$ cat config.mk
export PLATFORM = sky130hd
export DESIGN_NAME = traffic_light_fsm
export DESIGN_NICKNAME = d
export VERILOG_FILES = /design/src/rtl/traffic_light_pkg.sv /design/src/rtl/traffic_light_fsm_phase_timer.sv /design/src/rtl/traffic_light_fsm.sv
export SDC_FILE = /design/constraint.sdc
export NUM_CORES = 1
export LEC_CHECK = 0
export ABC_CLOCK_PERIOD_IN_PS = 1000
export CORE_AREA = 5 5 42 44
export DETAILED_ROUTE_END_ITERATION = 8
export DIE_AREA = 0 0 47 49
export MAX_ROUTING_LAYER = met4
export PLACE_DENSITY = 0.45
export SLEW_MARGIN = 40
export SYNTH_ARGS = -nofsm -noshare
export SYNTH_HDL_FRONTEND = slang
export SYNTH_SLANG_ARGS = --single-unit
$ cat constraint.sdc
create_clock -name clk -period 1 [get_ports clk]
set_input_delay 0.2 -clock clk [delete_from_list [all_inputs] [get_ports clk]]
set_output_delay 0.2 -clock clk [all_outputs]
set_load 0.05 [all_outputs]
$ cat src/rtl/traffic_light_pkg.sv
// Shared types and defaults for the traffic light controller: state encoding,
// default phase durations and the phase rotation order.
package traffic_light_pkg;

  typedef enum logic [1:0] {
    S_RED    = 2'd0,
    S_GREEN  = 2'd1,
    S_YELLOW = 2'd2
  } state_e;

  localparam int DEF_RED_CYCLES    = 4;
  localparam int DEF_GREEN_CYCLES  = 4;
  localparam int DEF_YELLOW_CYCLES = 2;

  // Any encoding outside the three legal phases recovers to RED.
  function automatic state_e next_state(input state_e s);
    case (s)
      S_RED:    next_state = S_GREEN;
      S_GREEN:  next_state = S_YELLOW;
      S_YELLOW: next_state = S_RED;
      default:  next_state = S_RED;
    endcase
  endfunction

endpackage

$ cat src/rtl/traffic_light_fsm_phase_timer.sv
// Phase timer: TW-bit up-counter that restarts at 0 on load and flags when the
// count reaches the current phase limit.
module phase_timer #(
  parameter int TW = 2
) (
  input  logic          clk,
  input  logic          reset,
  input  logic          load,
  input  logic [TW-1:0] limit,
  output logic          done
);

  logic [TW-1:0] cnt_q;
  logic [TW-1:0] cnt_d;

  always_comb begin
    cnt_d = cnt_q + TW'(1);
    if (load) cnt_d = '0;
  end

  always_ff @(posedge clk) begin
    if (reset) cnt_q <= '0;
    else       cnt_q <= cnt_d;
  end

  assign done = (cnt_q == limit);

endmodule

$ cat src/rtl/traffic_light_fsm.sv
// Three-phase Moore traffic light (RED -> GREEN -> YELLOW) with registered
// one-hot lamps. Define TRAFFIC_LIGHT_STATUS_EN to add state_o/remaining_o.
module traffic_light_fsm
  import traffic_light_pkg::*;
#(
  parameter int RED_CYCLES    = DEF_RED_CYCLES,
  parameter int GREEN_CYCLES  = DEF_GREEN_CYCLES,
  parameter int YELLOW_CYCLES = DEF_YELLOW_CYCLES,
  localparam int MAX_CYCLES   = (RED_CYCLES > GREEN_CYCLES)
                                ? ((RED_CYCLES > YELLOW_CYCLES) ? RED_CYCLES : YELLOW_CYCLES)
                                : ((GREEN_CYCLES > YELLOW_CYCLES) ? GREEN_CYCLES : YELLOW_CYCLES),
  localparam int TW           = (MAX_CYCLES > 1) ? $clog2(MAX_CYCLES) : 1
) (
  input  logic          clk,
  input  logic          reset,
  output logic          red,
  output logic          green,
  output logic          yellow
`ifdef TRAFFIC_LIGHT_STATUS_EN
  ,
  output logic [1:0]    state_o,
  output logic [TW-1:0] remaining_o
`endif
);

  localparam logic [TW-1:0] RED_LIM    = TW'(RED_CYCLES - 1);
  localparam logic [TW-1:0] GREEN_LIM  = TW'(GREEN_CYCLES - 1);
  localparam logic [TW-1:0] YELLOW_LIM = TW'(YELLOW_CYCLES - 1);

  function automatic logic [TW-1:0] phase_limit(input state_e s);
    case (s)
      S_RED:    phase_limit = RED_LIM;
      S_GREEN:  phase_limit = GREEN_LIM;
      S_YELLOW: phase_limit = YELLOW_LIM;
      default:  phase_limit = '0;
    endcase
  endfunction

  state_e        state_q;
  state_e        state_d;
  logic          red_q, green_q, yellow_q;
  logic          timer_done;
  logic          bad_state;
  logic          load;
  logic [TW-1:0] limit;

  // An illegal encoding forces an immediate advance so the timer restarts too.
  always_comb begin
    limit     = phase_limit(state_q);
    bad_state = !(state_q inside {S_RED, S_GREEN, S_YELLOW});
    load      = timer_done | bad_state;
    state_d   = state_q;
    if (load) state_d = next_state(state_q);
  end

  phase_timer #(.TW(TW)) u_timer (
    .clk   (clk),
    .reset (reset),
    .load  (load),
    .limit (limit),
    .done  (timer_done)
  );

  // Lamps are registered from the next state so they align with state_q.
  always_ff @(posedge clk) begin
    if (reset) begin
      state_q  <= S_RED;
      red_q    <= 1'b1;
      green_q  <= 1'b0;
      yellow_q <= 1'b0;
    end else begin
      state_q  <= state_d;
      red_q    <= (state_d == S_RED);
      green_q  <= (state_d == S_GREEN);
      yellow_q <= (state_d == S_YELLOW);
    end
  end

  assign red    = red_q;
  assign green  = green_q;
  assign yellow = yellow_q;

`ifdef TRAFFIC_LIGHT_STATUS_EN
  logic [TW-1:0] remaining_q;

  // Down-counter mirroring the timer: reloads at each phase boundary.
  always_ff @(posedge clk) begin
    if (reset)     remaining_q <= RED_LIM;
    else if (load) remaining_q <= phase_limit(state_d);
    else           remaining_q <= remaining_q - TW'(1);
  end

  assign state_o     = state_q;
  assign remaining_o = remaining_q;
`endif

endmodule

Word level (Yosys, flattened, before mapping). Cells that the tools add are included. Widths: inputs -> output; s select.

Register bits after elaboration: 7. Output and inout bits: 3. Word-level logic and storage cells: 21. Input port bits: 2.

Add/subtract/negate cells: 1. Reduce and logical (&&, ||, !) cells: 6. Eq/ne operators: 5. Mux-type cells: 3. Bitwise gates (word level): 1.

Operators by type and width (number): $pmux 2 s2 (2); $eq 2x1->1 const B (2); $eq 2x2->1 const B (2); $logic_not 2->1 (2); $reduce_or 2->1 (2); $reduce_bool 3->1 (1); $add 2x1->2 const B (1); $eq 2x2->1 (1); $mux 2 (1); $logic_not 1->1 (1); $or 1x1->1 (1).

Longest topological paths before layout. Gate-level depths: netlist of the first run.

Depth in word-level cells: 7. Mapped depth: 4. Gate-level depth less buffers: 3.

Hierarchy. Synthesis of the first run repeated with hierarchy kept, for this count alone.

Cell total of the unflattened synthesis: 25. Area total of the unflattened synthesis: 259.0 um^2.

Modules (own cells, without submodules): traffic_light_fsm (area each 173.9 um^2, seq. area each 100.1 um^2, instances 1, cells each 17); phase_timer (area each 85.1 um^2, seq. area each 40.0 um^2, instances 1, cells each 8).

Worst setup path after synthesis of the first run. No wires, ideal clock.

Path kind: reg2reg. Start point: register u_timer.cnt_q[0]. End point: register u_timer.cnt_q[1]. Setup time: 0.101 ns. Slack: 0.047 ns. Data required time: 0.899 ns. Stages on the path, launching flop included: 5. Clock period less this slack: 0.953 ns. Buffers on the path: 1. Arrival time: 0.852 ns. Cell sequence: dfxtp_1 -> buf_6 -> xnor2_1 -> or3_1 -> o41ai_1.

Longest elaborated chain between the ends: 3. Elaborated cells between the ends (all ways): 4. Those cells by class: 1 x add/sub; 1 x eq/ne; 1 x bitwise; 1 x reduce/logical.

Ends and longest elaborated chain: from (decl) (line traffic_light_fsm_phase_timer.sv:13) `logic [TW-1:0] cnt_q;`; from (signal assigned) (line traffic_light_fsm_phase_timer.sv:23) `else cnt_q <= cnt_d;`; $eq 2x2->1 (line traffic_light_fsm_phase_timer.sv:26) `assign done = (cnt_q == limit);`; $or 1x1->1 (line traffic_light_fsm.sv:51) `load = timer_done | bad_state;`; $reduce_or 2->1 (no line).

Parallel ways exist; a longest one is shown, timed or not. A chain may end at the register's enable or synchronous reset.

Worst setup path after layout of the first run.
Start point: register green_q, in the netlist green. End point: output green.

RTL lines: from (decl) (line traffic_light_fsm.sv:41) `logic red_q, green_q, yellow_q;`; from (signal assigned) (line traffic_light_fsm.sv:74) `green_q <= (state_d == S_GREEN);`; to (decl) (line traffic_light_fsm.sv:17) `output logic green,`.

No word-level cell between the ends.

==> run metrics, run 1 <==
Routed WL per cell 9.49 µm; Pre-antenna DRT Iters 4; WP data arrival 0.75 ns; Synth cell types 16; Worst R2R Setup Slack 0.07 ns; # DRC 0; post-CTS setup buffer count 0; Hold Crit Start state_q[1]$_SDFF_PP0_; Chip Height 49 µm; Max transition margin 83.5%; Hold Fails Final Rpt 0; status finished clean; Avg Vias per Cell 4.20; fmax 1060 MHz; Cell Int Power 0.534 mW; clock root cell clkbuf_4; Cells after Synth 27; skew final 0.00493 ns; Cell Area, Synth 262 µm²; Hold EP state_q[0]$_SDFF_PP0_; R2R cell count 3; Crit path largest cell delay 0.35 ns; initial cell density of the core 18.7%; Pwr Density 2010 nW/µm²; total of max-cap violations 0; Tot Pwr 0.741 mW; Cell Chain, Critical Path buf_12; first-pass GRT wire length 772 µm; antenna cell count 0; RSZ-0062 raised after global routing no; row count 14; Tcrit/Tclk final 94.8%; Reg clk slew, reported paths 0.05 ns; final RePlAce weighted congestion 0.830; Buf+Inv Stages, Crit Path 1; Overflow after GRT 0; port bufs 4; layout cells sized above 1 30.3%; CP max FO 1; Yosys warning total 0; Overall Global Routing Usage 5.28%; Compound-Gate Fraction of Synth Area 19.1%; adder-cell share of the synthesized area 0%; RR Startpoint u_timer.cnt_q[0]$_SDFF_PP0_; Worst Tran Pin Value 0.247 ns; CTS tree yes; CTS H-tree depth 1; Max VDD drop 1.06 mV; final setup fails 0; Worst-Skew Late Latency 0.25 ns; Worst setup SP type flop; Min-Delay Path Class flop to flop; largest net degree at the start of global routing 8; most frequent cells in the layout dfxtp_1 (4), a21oi_1 (3), clkbuf_4 (3), buf_12 (3), dfxtp_2 (3); mux contribution to synthesized area 0%; P&R area growth vs syn 41.1%; vias in the first global route 184; largest family of logic cells by synthesized area compound AO/OA/AOI/OAI gates; fillers 159; register share of total power 46.8%; final-report max-slew violation count 0; I/O pins 5; XOR/XNOR Fraction of Synth Area 6.70%; Synth Area per Inst 9.69 µm²; Seq/Total Area, Yosys 53.6%; DIE AREA 2300 µm²; CTS resizes 0; DR vias 206; Switch Pwr 0.207 mW; power share of the clock group 34.5%; clk buf depth 2; Slowest-stage cell, CP dfxtp_1; FF-to-FF End u_timer.cnt_q[1]$_SDFF_PP0_; post-layout minimum cycle time 0.948 ns; antenna violations before repair 0; Hold Buf Count CTS 0; combinational power share 18.7%; Worst Setup End Kind output pin; crit path kind flop to output pin; utilization after layout 26.3%; #FFs+latches synth 7; Post-Syn Nets 29; Post-Synth Simple-Gate Area 10.0%; core box area 1400 µm²; Num CTS Buffers 3; final WL 465 µm; DRT antenna net count 0; Iteration-0 DRC Markers 5; die width 47 µm; sw frac 28.0%; commonest non-fill, non-tap cell in the layout dfxtp_1; leakage power 0.135 nW; delay-heaviest family, CP flip-flops; Crit path required time 0.80 ns; clk sinks 7; Nets 36; Hold Crit Depth 1
-- state kept, by name (all words and copies together) (netlist names) --
signal and cells:
green 1, red 1, state_q 2, u_timer.cnt_q 2, yellow 1
-- per-stage QoR --
stage	cell area (µm²)	cells	worst slack [ns]	hold WS (ns)	TNS (ns)
global placement	339	45	-0.105	0.520	-0.205
global route	369	49	0.0127	0.508	0
floorplan	262	27	0.0467	0.486	0
finish	369	49	0.0522	0.472	0
CTS	365	49	0.00548	0.548	0
detailed placement	339	45	-0.133	0.540	-0.349
-- cell type report --
| cell class | count | area [µm²] | share of cell area (%) |
|---|---|---|---|
| Sequential cell | 7 | 144 | 39.0 |
| Multi-Input combinational cell | 15 | 93.8 | 25.4 |
| Timing Repair Buffer | 5 | 77.6 | 21.0 |
| Clock buffer | 4 | 26.3 | 7.12 |
| Tap cell | 16 | 20.0 | 5.42 |
| Inverter | 2 | 7.51 | 2.03 |
-- cell usage after synthesis --
library cell,number,area share (%)
a21oi_1,3,5.7
clkbuf_2,1,1.9
clkbuf_1,1,1.4
xnor2_1,1,3.3
nand4_1,1,2.4
a211oi_1,1,2.9
or3_1,1,2.4
inv_1,2,2.9
xor2_1,1,3.3
buf_6,1,4.3
o41ai_1,1,3.3
o21ai_0,2,3.8
a211o_1,1,3.3
dfxtp_1,7,54
nand2_1,1,1.4
nor3_1,2,3.8
-- worst max-delay path by stage --
stage | from | end | slack, ns | cells past startpoint
after CTS | u_timer.cnt_q[0]$_SDFF_PP0_ | u_timer.cnt_q[1]$_SDFF_PP0_ | 0.005 | 3
final | green$_SDFF_PP0_ | green | 0.05 | 1
after global routing | u_timer.cnt_q[1]$_SDFF_PP0_ | state_q[1]$_SDFF_PP0_ | 0.01 | 3
after floorplan | u_timer.cnt_q[0]$_SDFF_PP0_ | u_timer.cnt_q[1]$_SDFF_PP0_ | 0.05 | 4
after detailed placement | reset | u_timer.cnt_q[1]$_SDFF_PP0_ | -0.13 | 3
after global placement | reset | u_timer.cnt_q[1]$_SDFF_PP0_ | -0.10 | 3
-- logic make-up after synthesis --
kind of cell           Yosys count
AND/OR/NAND/NOR                  5
XOR/XNOR                         2
AO/OA/AOI/OAI                    8
flip-flops                       7
buffers and inverters            5
-- routing by layer --
metal / vias up / wire length, µm / GRT usage [%]
met3: 0 / 48 / 6.64
met2: 7 / 232 / 7.24
li1: 107 / - / -
met1: 92 / 184 / 5.08
met4: 0 / 0 / 0
met5: - / 0 / -
-- power groups by stage --
stage	sequential (mW)	clock, mW	combinational, mW
floorplan	0.364	0	0.0687
global placement	0.348	0	0.136
detailed placement	0.351	0	0.139
CTS	0.344	0.273	0.140
global route	0.351	0.302	0.149
finish	0.347	0.256	0.139
(Power assumes the default switching activity.)
==> inputs of run 2 (changes only) <==
--- a/config.mk
+++ b/config.mk
@@ -6,9 +6,11 @@
 export NUM_CORES = 1
 export LEC_CHECK = 0
 export ABC_CLOCK_PERIOD_IN_PS = 1000
+export CAP_MARGIN = 0
 export CORE_AREA = 5 5 42 44
 export DETAILED_ROUTE_END_ITERATION = 8
 export DIE_AREA = 0 0 47 49
+export GPL_ROUTABILITY_DRIVEN = 0
 export MAX_ROUTING_LAYER = met4
 export PLACE_DENSITY = 0.45
 export SLEW_MARGIN = 40
==> results of run 2 <==
Same layout as run 1: the final DEF is identical, and so are final timing and power.
